===== src/rtl/leglite_pkg.sv =====
// leglite_pkg: opcode constants, fetch FSM states and default widths shared by LEGLite blocks.
package leglite_pkg;
  localparam int DEF_PC_WIDTH    = 16;
  localparam int DEF_INSTR_WIDTH = 16;
  localparam logic [3:0] OP_ADD  = 4'h0;
  localparam logic [3:0] OP_HALT = 4'hF;
  typedef enum logic [2:0] {
    S_IDLE,
    S_REQ,
    S_WAIT,
    S_HOLD,
    S_DRAIN,
    S_HALT
  } fetch_state_t;
endpackage


===== src/rtl/leglite_next_pc.sv =====
// leglite_next_pc: sequential successor or PC-relative branch target (offset counted in instructions).
module leglite_next_pc #(
  parameter int PC_WIDTH  = 16,
  parameter int OFS_WIDTH = 12
) (
  input  logic [PC_WIDTH-1:0]  instr_pc_i,
  input  logic                 take_branch_i,
  input  logic [OFS_WIDTH-1:0] branch_offset_i,
  output logic [PC_WIDTH-1:0]  next_pc_o
);
  logic [PC_WIDTH-1:0] ofs_ext;
  assign ofs_ext   = PC_WIDTH'($signed(branch_offset_i));
  assign next_pc_o = take_branch_i ? instr_pc_i + (ofs_ext << 1) : instr_pc_i + PC_WIDTH'(2);
endmodule


===== src/rtl/leglite_fetch.sv =====
// leglite_fetch: LEGLite fetch stage; one outstanding imem request, instruction register,
// next-PC selection, redirect with response draining, and HALT stop.
module leglite_fetch
  import leglite_pkg::*;
#(
  parameter int                 PC_WIDTH    = DEF_PC_WIDTH,
  parameter int                 INSTR_WIDTH = DEF_INSTR_WIDTH,
  parameter int                 OFS_WIDTH   = 12,
  parameter logic [PC_WIDTH-1:0] RESET_PC   = '0
) (
  input  logic                   clock,
  input  logic                   reset_n,
  output logic                   imem_req,
  output logic [PC_WIDTH-1:0]    imem_addr,
  input  logic                   imem_rvalid,
  input  logic [INSTR_WIDTH-1:0] imem_rdata,
  output logic [INSTR_WIDTH-1:0] instr,
  output logic [3:0]             opcode,
  output logic [PC_WIDTH-1:0]    instr_pc,
  output logic                   instr_valid,
  input  logic                   instr_accept,
  input  logic                   take_branch,
  input  logic [OFS_WIDTH-1:0]   branch_offset,
  input  logic                   redirect,
  input  logic [PC_WIDTH-1:0]    redirect_pc,
  output logic                   halted,
  output logic [15:0]            retire_count
);
  fetch_state_t state_q, state_d;
  logic [PC_WIDTH-1:0]    pc_q, pc_d, instr_pc_q, instr_pc_d, next_pc;
  logic [INSTR_WIDTH-1:0] instr_q, instr_d;
  logic [15:0]            retire_q, retire_d;
  logic                   owed;

  leglite_next_pc #(.PC_WIDTH(PC_WIDTH), .OFS_WIDTH(OFS_WIDTH)) u_next_pc (
    .instr_pc_i      (instr_pc_q),
    .take_branch_i   (take_branch),
    .branch_offset_i (branch_offset),
    .next_pc_o       (next_pc)
  );

  // A response is still owed if a request is in flight and not arriving this cycle.
  assign owed = (state_q == S_REQ) || (state_q == S_DRAIN) || (state_q == S_WAIT && !imem_rvalid);

  always_comb begin
    state_d    = state_q;
    pc_d       = pc_q;
    instr_d    = instr_q;
    instr_pc_d = instr_pc_q;
    retire_d   = retire_q;
    if (redirect) begin
      pc_d    = redirect_pc & ~PC_WIDTH'(1);
      state_d = owed ? S_DRAIN : S_REQ;
    end else begin
      case (state_q)
        S_IDLE: state_d = S_REQ;
        S_REQ:  state_d = S_WAIT;
        S_WAIT: if (imem_rvalid) begin
          instr_d    = imem_rdata;
          instr_pc_d = pc_q;
          state_d    = S_HOLD;
        end
        S_HOLD: if (instr_accept) begin
          pc_d     = next_pc;
          retire_d = retire_q + 16'd1;
          state_d  = (opcode == OP_HALT) ? S_HALT : S_REQ;
        end
        S_DRAIN: state_d = imem_rvalid ? S_REQ : S_DRAIN;
        S_HALT:  state_d = S_HALT;
        default: state_d = S_IDLE;
      endcase
    end
  end

  always_ff @(posedge clock or negedge reset_n) begin
    if (!reset_n) begin
      state_q    <= S_IDLE;
      pc_q       <= RESET_PC;
      instr_q    <= '0;
      instr_pc_q <= RESET_PC;
      retire_q   <= '0;
    end else begin
      state_q    <= state_d;
      pc_q       <= pc_d;
      instr_q    <= instr_d;
      instr_pc_q <= instr_pc_d;
      retire_q   <= retire_d;
    end
  end

  assign imem_req     = state_q == S_REQ;
  assign imem_addr    = pc_q;
  assign instr        = instr_q;
  assign opcode       = instr_q[INSTR_WIDTH-1 -: 4];
  assign instr_pc     = instr_pc_q;
  assign instr_valid  = state_q == S_HOLD;
  assign halted       = state_q == S_HALT;
  assign retire_count = retire_q;
endmodule


===== config.mk =====
export PLATFORM = sky130hd
export DESIGN_NAME = leglite_fetch
export DESIGN_NICKNAME = d
export VERILOG_FILES = /design/src/rtl/leglite_pkg.sv /design/src/rtl/leglite_next_pc.sv /design/src/rtl/leglite_fetch.sv
export SDC_FILE = /design/constraint.sdc
export NUM_CORES = 1
export LEC_CHECK = 0
export BUFFER_PORTS_ARGS = -buffer_cell sky130_fd_sc_hd__buf_4
export CORE_MARGIN = 2
export CORE_UTILIZATION = 30
export DETAILED_ROUTE_END_ITERATION = 8
export HOLD_SLACK_MARGIN = 0.06
export SYNTH_ARGS = -nofsm -noshare
export SYNTH_HDL_FRONTEND = slang
export SYNTH_SLANG_ARGS = --single-unit

===== constraint.sdc =====
create_clock -name clock -period 2.5 [get_ports clock]
set_input_delay 0.25 -clock clock [delete_from_list [all_inputs] [get_ports clock]]
set_output_delay 0.25 -clock clock [all_outputs]
set_load 0.05 [all_outputs]

==> metrics.txt <==
Residual DRC=0; htree depth=3; die area=13100 µm²; Synth Area in XOR/XNOR=4.79%; Post-Synth Adder-Cell Area=5.68%; Buf/Inv on CP=1; Yosys cell types=46; Post-Syn Area per Cell=10.4 µm²; setup TNS=0 ns; Post-Syn Instances=350; Inst Count DP=601; post-synthesis net count=416; Most common cell on crit path=o31a_1; Final Core Density=41.7%; first-pass GRT wire length=15200 µm; Post-Syn Area=3650 µm²; post-synthesis mux area share=11.8%; vias in the first global route=3000; Peak VDD IR=0.509 mV; largest net degree at the start of global routing=68; fraction of layout cells with a size suffix above 1=38.3%; Slew HR=42.0%; crit-path leading delay family=compound AO/OA/AOI/OAI gates; worst reg2reg setup slack=0.22 ns; compound-cell area share of the yosys netlist=12.6%; outcome=finished, final reports clean; Die Span X=114 µm; Yosys Warn Count=0; Overflow after GRT=0; DRT Wirelength=9410 µm; Crit Path Category=flop to flop; Yosys reg bits=67; worst-margin pin slew=0.870 ns; max cap viols=0; Critical R2R Launch=instr_pc[1]; total core area=12000 µm²; clk sink count=67; clk root buf=clkbuf_16; Arrival @ worst endpoint=2.52 ns; DRT iter0 DRCs=191; Skew-Pair Late Insertion Delay=0.33 ns; Area Overhead vs Synth=36.6%; multi-input logic area=1860 µm²; # fillers=1177; RSZ-0062 raised after global routing=no; Initial Util=30.5%; initial antenna violation count=0; total CTS buffers=9; I/O pin count=121; worst r2r dst=imem_addr[11]; RePlAce Congestion=0.853; PortBufs=119; TritonCTS clock tree=done; CP Capture Type=flop; Hold WC Path Type=input pin to async pin; maximum clock path buffer count=2; Worst-path clk slew=0.06 ns; final period utilization=91.3%; sequential area share after synthesis=45.9%; CP max stage cell=fa_1; TritonRoute pass-1 iters=4; via count=3043; height of the die=114 µm; vias per cell=4.93; critical path required time=2.73 ns; floorplan row count=40; Reg2Reg Depth=9; Fin Clk Skew=0.00764 ns; pwr dens=1190 nW/µm²; largest family of logic cells by synthesized area=simple AND/OR/NAND/NOR gates; post-cts sizing count=0; Layout Nets=531; Global Route Usage Sum=14.8%; DP Wirelength=6750 µm; non-filler instance count after layout=617; Setup-failing EPs final=0; Inserted Diodes=0; postcts setup bufs=0; crit-path max cell delay=0.38 ns; max frequency=438 MHz; simple-gate share of the synthesized area=15.9%; Final ANT Viol Nets=0; sequential cell area=1680 µm²; Final Hold Vio Count=0; CP Cell Sequence=ha_1 > inv_1 > fa_1 > nor2b_1 > o31a_1 > o31a_1 > o21ai_0 > nor3b_1 > o31ai_1; Critical Path Start Type=flop; WHS=0.0421 ns; CTS Hold Bufs=0; P_leak=2.49 nW; overall power=5.94 mW; min Tclk post-route=2.28 ns; worst-path fanout max=5; Pins Over Slew Limit=0; Avg WL per Cell=15.3 µm
worst reg2reg max path, stage by stage (launching register included):
cell and delay (ns):
dfrtp_1 0.37, ha_1 0.20, inv_1 0.06, fa_1 0.38, nor2b_1 0.18, o31a_1 0.19
o31a_1 0.28, o21ai_0 0.14, nor3b_1 0.16, o31ai_1 0.23
Yosys cell counts (all sizes together):
library cell,count,area (µm²)
a21boi,1,7.51
ha,15,188
and3,10,62.6
and4,2,17.5
or3,3,18.8
a221oi,1,15.0
o2111ai,1,8.76
nand2,34,128
o31a,2,17.5
a211oi,2,15.0
nor3,4,25.0
and3b,1,8.76
nand3,5,25.0
mux2i,6,60.1
buf,10,62.6
mux2,33,372
nor2,16,60.1
nand4,4,25.0
nand2b,4,25.0
xnor2,14,123
a311o,1,10.0
o21a,5,37.5
o221ai,1,8.76
xor2,6,52.6
and2,11,68.8
nor2b,8,50.1
a31o,2,17.5
nand4b,1,23.8
o31ai,3,22.5
o21ai,23,115
a211o,2,17.5
a41oi,1,8.76
clkbuf,10,37.5
a21oi,24,131
or2,2,12.5
dfrtp,67,1680
nor3b,4,30.0
fa,1,20.0
a31oi,3,18.8
inv,6,22.5
a21o,1,7.51
worst max path at each step:
stage	from	end	cells after the start
global placement	take_branch	imem_addr[11]	11
detailed placement	take_branch	imem_addr[11]	11
CTS	instr_pc[1]	imem_addr[11]	9
floorplan	instr_pc[1]	imem_addr[11]	9
global route	instr_pc[1]	imem_addr[11]	9
finish	instr_pc[1]	imem_addr[11]	9
per-stage QoR:
stage | instance area [µm²] | worst slack (ns)
after floorplan | 3650 | 0.158
after global placement | 4690 | 0.173
after detailed placement | 4690 | 0.133
after CTS | 4990 | 0.229
after global routing | 4990 | 0.106
final | 4990 | 0.218
cell type report:
type                       count  share of cell area, %
multi-input combinational    257                   37.3
timing repair buffer         124                   18.9
tap                          147                   3.69
clock buffer                  10                   4.79
inverter                       6                  0.451
sequential                    67                   33.6
clock inverter                 6                   1.28
state kept, by name (all words and copies together) (netlist names):
| register | cells |
|---|---|
| imem_addr | 16 |
| instr | 16 |
| state_q | 3 |
| instr_pc | 16 |
| retire_count | 16 |
power by group:
group          internal [mW]  switching [mW]  total (mW)
Clock                  0.799           0.486        1.29
Combinational           1.03            1.93        2.96
Sequential              1.40           0.296        1.69
cell usage in the layout, fill, tap and decap left out, drive strengths merged, types with 2 or more instances in the layout:
master	instances
nor2b	8
mux2i	6
and4	2
dfrtp	67
buf	124
or3	3
inv	7
ha	15
clkinv	2
a211oi	2
mux2	33
nand4	4
o21a	5
o21ai	23
a31o	2
clkbuf	10
nor3	4
xnor2	14
nand2	34
nor2	16
nand3	5
a31oi	3
a21oi	24
a211o	2
nand2b	4
o31a	2
xor2	6
clkinvlp	2
or2	2
o31ai	3
nor3b	4
and2	11
and3	10
cells by family (layout without fill, tap and decap cells):
group,count (synthesis),after routing
buffers and inverters,26,146
muxes,39,39
and+or+nand+nor,109,109
adders and majority gates,16,16
AOI/OAI and AO/OA,73,73
DFF,67,67
xor gates and xnor gates,20,20
layer usage:
| layer | global-route usage (%) | wire length (µm) |
|---|---|---|
| met3 | 3.60 | 435 |
| met5 | 0 | 0 |
| met4 | 5.37 | 177 |
| met2 | 23.4 | 4510 |
| met1 | 19.8 | 4290 |
Power figures use the tool's default switching activity.
